--- config.mk ---
export PLATFORM = sky130hd
export DESIGN_NAME = seg_scan_driver
export DESIGN_NICKNAME = d
export VERILOG_FILES = /design/src/rtl/seg_display_defs.sv /design/src/rtl/seg_input_filter.sv /design/src/rtl/seg_scan_driver.sv
export SDC_FILE = /design/constraint.sdc
export NUM_CORES = 1
export LEC_CHECK = 0
export CORE_ASPECT_RATIO = 0.5
export CORE_UTILIZATION = 59
export CTS_BUF_LIST = sky130_fd_sc_hd__clkbuf_8
export CTS_CLUSTER_DIAMETER = 60
export CTS_CLUSTER_SIZE = 25
export DETAILED_ROUTE_END_ITERATION = 10
export PLACE_DENSITY = 0.83
export SETUP_SLACK_MARGIN = 0.5
export SYNTH_ARGS = -nofsm -noshare
export SYNTH_HDL_FRONTEND = slang
export SYNTH_SLANG_ARGS = --single-unit
export TNS_END_PERCENT = 10
--- constraint.sdc ---
create_clock -name clk -period 4.25 [get_ports clk]
set_clock_uncertainty 0.1 [all_clocks]
set_input_delay 0.425 -clock clk [delete_from_list [all_inputs] [get_ports clk]]
set_output_delay 0.425 -clock clk [all_outputs]
set_load 0.1 [all_outputs]
--- src/rtl/seg_display_defs.sv ---
// Shared definitions for the seven-segment scan driver.
//   - scan-state encoding used by the top-level FSM
//   - digit field bounds within the 14-bit captured pattern
//   - all-off drive constants for each pin polarity
//   - small width helpers for parameter-derived counters
package seg_display_defs;

    typedef enum logic [1:0] {
        BLANK0 = 2'd0,
        DIG0   = 2'd1,
        BLANK1 = 2'd2,
        DIG1   = 2'd3
    } scan_state_t;

    localparam int SEG_W    = 7;
    localparam int DISP_W   = 2 * SEG_W;
    localparam int DIG0_LSB = 0;
    localparam int DIG1_LSB = 7;
    localparam int AN_W     = 2;

    // Pin values that leave every segment and anode dark.
    localparam logic [SEG_W-1:0] SEG_OFF_AL = 7'h7F;
    localparam logic [AN_W-1:0]  AN_OFF_AL  = 2'b11;
    localparam logic [SEG_W-1:0] SEG_OFF_AH = 7'h00;
    localparam logic [AN_W-1:0]  AN_OFF_AH  = 2'b00;

    function automatic int max_int(input int a, input int b);
        return (a > b) ? a : b;
    endfunction

    // Bits needed to hold 0..n-1, never less than one.
    function automatic int cnt_w(input int n);
        return (n > 1) ? $clog2(n) : 1;
    endfunction

endpackage

--- src/rtl/seg_input_filter.sv ---
// Debounce / capture stage for the 14-bit segment bus.
// A new value must be sampled on STABLE_CYCLES+1 consecutive edges
// (first sighting plus STABLE_CYCLES confirmations) before it is copied
// into disp. update_pulse marks the cycle after disp actually changes.
// Ports:
//   clk, rst        clock, asynchronous active-low reset
//   seg_in[13:0]    raw segment bus from the processor
//   disp[13:0]      captured, debounced pattern
//   update_pulse    one-cycle pulse after disp changes
module seg_input_filter
    import seg_display_defs::*;
#(
    parameter int STABLE_CYCLES = 4
) (
    input  logic              clk,
    input  logic              rst,
    input  logic [DISP_W-1:0] seg_in,
    output logic [DISP_W-1:0] disp,
    output logic              update_pulse
);

    localparam int SCNT_W = cnt_w(STABLE_CYCLES);
    localparam logic [SCNT_W-1:0] SCNT_MAX = SCNT_W'(STABLE_CYCLES - 1);

    logic [DISP_W-1:0] cand;
    logic [SCNT_W-1:0] scnt;

    always_ff @(posedge clk or negedge rst) begin
        if (!rst) begin
            cand         <= '0;
            scnt         <= '0;
            disp         <= '0;
            update_pulse <= 1'b0;
        end else begin
            update_pulse <= 1'b0;
            if (seg_in != cand) begin
                cand <= seg_in;
                scnt <= '0;
            end else if (scnt < SCNT_MAX) begin
                scnt <= scnt + 1'b1;
            end else if (disp != cand) begin
                // scnt saturates here, so it cannot wrap while the input holds
                disp         <= cand;
                update_pulse <= 1'b1;
            end
        end
    end

endmodule

--- src/rtl/seg_scan_driver.sv ---
// Two-digit seven-segment scan driver.
// Captures the processor's 14-bit segment bus through a debounce filter and
// time-multiplexes both digits onto one shared cathode bus, with a blanking
// gap between digits to avoid ghosting.
// Ports:
//   clk, rst        clock, asynchronous active-low reset
//   seg_in[13:0]    [13:7] digit1, [6:0] digit0, 1 = segment lit (g..a)
//   enable          1 = scan runs, 0 = display dark
//   seg_out[6:0]    shared segment drive at pin polarity
//   an[1:0]         an[0] digit0, an[1] digit1, at pin polarity
//   frame_tick      one-cycle pulse after each full scan frame
//   update_pulse    one-cycle pulse when the displayed value changes
module seg_scan_driver
    import seg_display_defs::*;
#(
    parameter int CLK_DIV       = 50000,
    parameter int BLANK_CYCLES  = 16,
    parameter int STABLE_CYCLES = 4,
    parameter int ACTIVE_LOW    = 1
) (
    input  logic              clk,
    input  logic              rst,
    input  logic [DISP_W-1:0] seg_in,
    input  logic              enable,
    output logic [SEG_W-1:0]  seg_out,
    output logic [AN_W-1:0]   an,
    output logic              frame_tick,
    output logic              update_pulse
);

    localparam int CNT_W = cnt_w(max_int(CLK_DIV, BLANK_CYCLES));
    localparam logic [CNT_W-1:0] DIG_LAST = CNT_W'(CLK_DIV - 1);
    localparam logic [CNT_W-1:0] BLK_LAST = CNT_W'(BLANK_CYCLES - 1);

    // XOR masks: logical drive ^ mask gives the pin value, so all-off
    // logical zeros map straight onto the all-off pin constants.
    localparam logic [SEG_W-1:0] SEG_MASK = (ACTIVE_LOW != 0) ? SEG_OFF_AL : SEG_OFF_AH;
    localparam logic [AN_W-1:0]  AN_MASK  = (ACTIVE_LOW != 0) ? AN_OFF_AL  : AN_OFF_AH;

    logic [DISP_W-1:0] disp;

    seg_input_filter #(
        .STABLE_CYCLES (STABLE_CYCLES)
    ) u_filter (
        .clk          (clk),
        .rst          (rst),
        .seg_in       (seg_in),
        .disp         (disp),
        .update_pulse (update_pulse)
    );

    scan_state_t      state, state_nxt;
    logic [CNT_W-1:0] cnt, cnt_nxt;
    logic             tick_nxt;

    always_ff @(posedge clk or negedge rst) begin
        if (!rst) begin
            state      <= BLANK0;
            cnt        <= '0;
            frame_tick <= 1'b0;
        end else begin
            state      <= state_nxt;
            cnt        <= cnt_nxt;
            frame_tick <= tick_nxt;
        end
    end

    always_comb begin
        state_nxt = state;
        cnt_nxt   = cnt + 1'b1;
        tick_nxt  = 1'b0;
        if (!enable) begin
            state_nxt = BLANK0;
            cnt_nxt   = '0;
        end else begin
            case (state)
                BLANK0: if (cnt == BLK_LAST) begin
                    state_nxt = DIG0;
                    cnt_nxt   = '0;
                end
                DIG0: if (cnt == DIG_LAST) begin
                    state_nxt = BLANK1;
                    cnt_nxt   = '0;
                end
                BLANK1: if (cnt == BLK_LAST) begin
                    state_nxt = DIG1;
                    cnt_nxt   = '0;
                end
                DIG1: if (cnt == DIG_LAST) begin
                    state_nxt = BLANK0;
                    cnt_nxt   = '0;
                    tick_nxt  = 1'b1;
                end
                default: begin
                    state_nxt = BLANK0;
                    cnt_nxt   = '0;
                end
            endcase
        end
    end

    // Decode only from registered state and disp; a disp change shows up
    // on the pins the cycle after it loads without restarting the phase.
    logic [SEG_W-1:0] seg_l;
    logic [AN_W-1:0]  an_l;

    always_comb begin
        seg_l = '0;
        an_l  = '0;
        case (state)
            DIG0: begin
                an_l  = 2'b01;
                seg_l = disp[DIG0_LSB +: SEG_W];
            end
            DIG1: begin
                an_l  = 2'b10;
                seg_l = disp[DIG1_LSB +: SEG_W];
            end
            default: begin
                an_l  = '0;
                seg_l = '0;
            end
        endcase
    end

    assign seg_out = seg_l ^ SEG_MASK;
    assign an      = an_l ^ AN_MASK;

endmodule

# Word-level counts from Yosys, hierarchy flattened
# Cells that the tools add are included.
# totals
register_bits,50
input_bits,17
output_inout_bits,11
wordCells,51
# classes
reduce_logical,6
eq_ne,11
magnitude_cmp,1
add_sub_neg,2
bitwise_logic,4
mux,20
# op_table
op,count
$mux W16,3
$pmux W16 S2,1
$ne A14 B14 Y1,2
$add A16 B1 Y16 const B,1
$eq A16 B16 Y1 const B,1
$eq A16 B4 Y1 const B,1
$mux W2,7
$pmux W7 S2,1
$ne A3 B3 Y1 const B,4
$pmux W2 S4,1
$not A7 Y7,1
$mux W1,6
$eq A2 B2 Y1 const B,2
$pmux W2 S2,1
$reduce_and A4 Y1,1
$reduce_or A2 Y1,2
$reduce_and A3 Y1,1
$add A2 B1 Y2 const B,1
$eq A2 B1 Y1 const B,1
$logic_not A2 Y1,1
$lt A2 B2 Y1 const B,1
$not A1 Y1,2
$not A2 Y2,1
$reduce_bool A2 Y1,1

# Logic depth before layout (Yosys ltp)
# logic_depth
depth_word,4
ltp_mapped,8
depth_no_buf,6

# Hierarchy
# A second synthesis with hierarchy kept.
# unflattened
hier_cells,218
hier_area_um2,2494.9
# modules_own_cells
mod,area_each_um2,instances,cells_per_inst,seq_area_each_um2
seg_input_filter,1425.1,1,108,775.7
seg_scan_driver,1069.8,1,110,475.5

# Worst setup path before layout
# OpenSTA, ideal clock, no wires.
# synth_path
kind,reg-to-output
startpoint,register state[0]
endpoint,output port seg_out[0]
n_path_buf,1
stages_incl_launch_ff,4
setup_slack_ps,1378
arrival_time_ps,2347
path_cell_list,dfrtp_1 > ha_1 > clkbuf_1 > a22oi_1
# synth_between
elab_chain_cells,3
elab_cells_between_ends,4
# synth_rtl
element,line,rtl
from (decl),seg_scan_driver.sv:52,"scan_state_t state, state_nxt;"
from (signal assigned),seg_scan_driver.sv:62,state <= state_nxt;
$eq A2 B2 Y1 or $eq A2 B1 Y1 (tied branches),seg_scan_driver.sv:110,case (state)
$pmux W7 S2 *,seg_scan_driver.sv:110,
$not A7 Y7 (no line) *,--,
to (decl),seg_scan_driver.sv:25,"output logic [SEG_W-1:0] seg_out,"
# Every way passes the cells marked *; elsewhere a longest branch is shown, timed or not.

# Final worst setup path
# layout_path
startpoint,register state[1]
endpoint,output port seg_out[3]
# Same word-level chain as after synthesis.

==> results.md <==
- Outcome: complete, no violations
- # diodes: 0
- Final instance area: 2800 sq um
- Max-slew violation count: 0
- Hold Buf Count CTS: 0
- Synth unique cells: 27
- GP Congestion: 0.804
- Post-synth EDFFs: 0
- TritonCTS clock tree: built
- # setup viols final: 0
- Avg Synthesized Cell Area: 11.4 sq um
- DR pass1 iterations: 4
- Vias in the first global route: 1,570
- Initial Util: 62.3%
- Crit path launch type: register
- Initial antenna violation count: 0
- Place WS: 1.28 ns
- Post-CTS setup buffers: 0
- Final setup margin: 1.20 ns
- Mapped cell area: 2470 sq um
- Die Y: 47.8 microns
- DR iter-0 viols: 34
- Commonest non-fill, non-tap cell in the layout: dfrtp_1
- Area added between synthesis and finish: 13.4%
- Dominant cell type by area after synthesis: dfrtp_1
- Post-cts sizing count: 0
- Sequential cell area fraction in the yosys report: 50.6%
- Ys async rst share: 100%
- Final hold vios: 0
- Core Util, Final: 70.7%
- CP required: 3.72 ns
- Site row count: 16
- Tightest Hold Check Type: in -> async
- IR drop worst, VDD: 145 uV
- Slew HR: 28.0%
- Worst Max-Slew Pin Slew: 1.08 ns
- Largest net degree at the start of global routing: 51
- Crit Path Class: reg -> out
- Syn nets: 240
- Final wirelength: 4.43 mm
- Cells after Synth: 217
- Antenna Nets Post-Route: 0
- Die Width: 93.5 microns
- Clock sinks: 50
- Final setup TNS: 0 ns
- Pwr Total: 849 uW
- Core box area: 3960 sq um
- MaxCap Viol Count: 0
- Arr. time, crit path: 2.52 ns
- Post-route clock period utilization: 71.7%
- Via count: 1,575
- Later-pin clock latency in the skew report: 0.31 ns
- Clock transition at path regs: 0.10 ns
- Unrepaired setup endpoints after global routing: false
- Worst hold slack: 0.218 ns
- H-tree depth: 2
- Total track usage: 22.6%
- CP endpoint kind: output pin
- Crit path max fanout: 9
- Fraction of layout cells with a size suffix above 1: 11.2%
- HPWL Detailed: 3.15 mm
- Via/cell ratio: 5.49
- Final cell count without fillers: 287
- PortBufs: 27
- Clock tree buffer depth: 2
- Main area contributors after synthesis: dfrtp_1 51%, xor2_1 13%, mux2_4 6.1%
- Yosys top cell area share: 50.6%
- Num CTS Buffers: 5
- Synth Register Bits: 50
- Top achievable clock speed: 328 MHz
- First-pass GRT wire length: 7.35 mm
- Ys Warns: 0
- Final #Nets: 255
- Commonest non-fill, non-tap cells in the layout: 50 x dfrtp_1, 38 x xor2_1, 27 x nor2_1
- DR WL/cell: 15.4 microns
- Total gr overflow: 0
- Minimum clock period: 3.05 ns
- Leakage: 1.32 nW
- Dpl cell area: 2700 sq um
- I/O pin cnt: 28
- Power density cells: 303 nW/um^2
- # DRC: 0
- Dpl cells: 279
- Root Buffer: clkbuf_8
- Primary FF master, synth: dfrtp_1
- Die area: 4470 sq um
-- cell families after synthesis --
logic type | count (synthesis) | share of synthesized area, %
AOI/OAI and AO/OA | 9 | 2.73
xor gates and xnor gates | 43 | 15.2
adders and majority gates | 6 | 3.04
buffers and inverters | 25 | 5.06
DFF | 50 | 50.6
muxes | 17 | 9.11
and+or+nand+nor | 67 | 14.2
-- flip-flops by register name (all words and copies together) (netlist names) --
register	flops
state	2
u_filter.disp	14
u_filter.scnt	2
u_filter.cand	14
u_filter.update_pulse	1
cnt	16
frame_tick	1
-- critical path, stage by stage (launching register included) --
cell	delay (ns)
dfrtp_1	0.42
inv_1	0.09
ha_1	0.32
a22oi_1	0.23
clkdlybuf4s50_1	1.17
-- worst paths after layout --
check / endpoint / depth (start not counted) / slack (ns) / from
max: seg_out[3] / 4 / 1.20 / state[1]
min: u_filter.cand[6] / 1 / 0.22 / rst
max reg2reg: cnt[9] / 5 / 1.59 / cnt[7]
min reg2reg: cnt[0] / 1 / 0.36 / cnt[0]
max in group asynchronous: cnt[8] / 1 / 3.18 / rst
min in group clk: cnt[0] / 1 / 0.36 / cnt[0]
-- cells in the mapped netlist (4+ instances only) --
cell type,instances
nand4_1,7
nand2_1,8
a22oi_1,7
inv_1,6
clkbuf_1,16
ha_1,6
dfrtp_1,50
nor4_1,6
mux2_2,4
xnor2_1,5
nand3_1,5
xor2_1,38
mux2_4,10
nor2_1,27
-- layout make-up --
| class | count | area (sq um) |
|---|---|---|
| clock buffers | 6 | 82.6 |
| clock inverters | 2 | 17.5 |
| fillers | 299 | 1160 |
| inverters | 6 | 22.5 |
| multi-input cells | 142 | 1090 |
| flip-flops and latches | 50 | 1250 |
| well taps | 54 | 67.6 |
| repair buffers | 27 | 265 |
-- per-layer routing --
| metal | part of all wire, % | routed length [microns] | vias to the layer above | global-route usage (%) |
|---|---|---|---|---|
| li1 | - | - | 753 | - |
| met5 | 0 | 0 | - | 0 |
| met1 | 47 | 2090 | 791 | 27.7 |
| met3 | 3.0 | 135 | 9 | 6.03 |
| met2 | 49 | 2150 | 22 | 40.3 |
| met4 | 1.2 | 54 | 0 | 8.62 |
-- where the power goes --
part           switching (mW)  internal (mW)
combinational          0.0290         0.0251
sequential             0.0101          0.484
clock                   0.166          0.134
total                   0.205          0.644
Power figures use the tool's default switching activity.
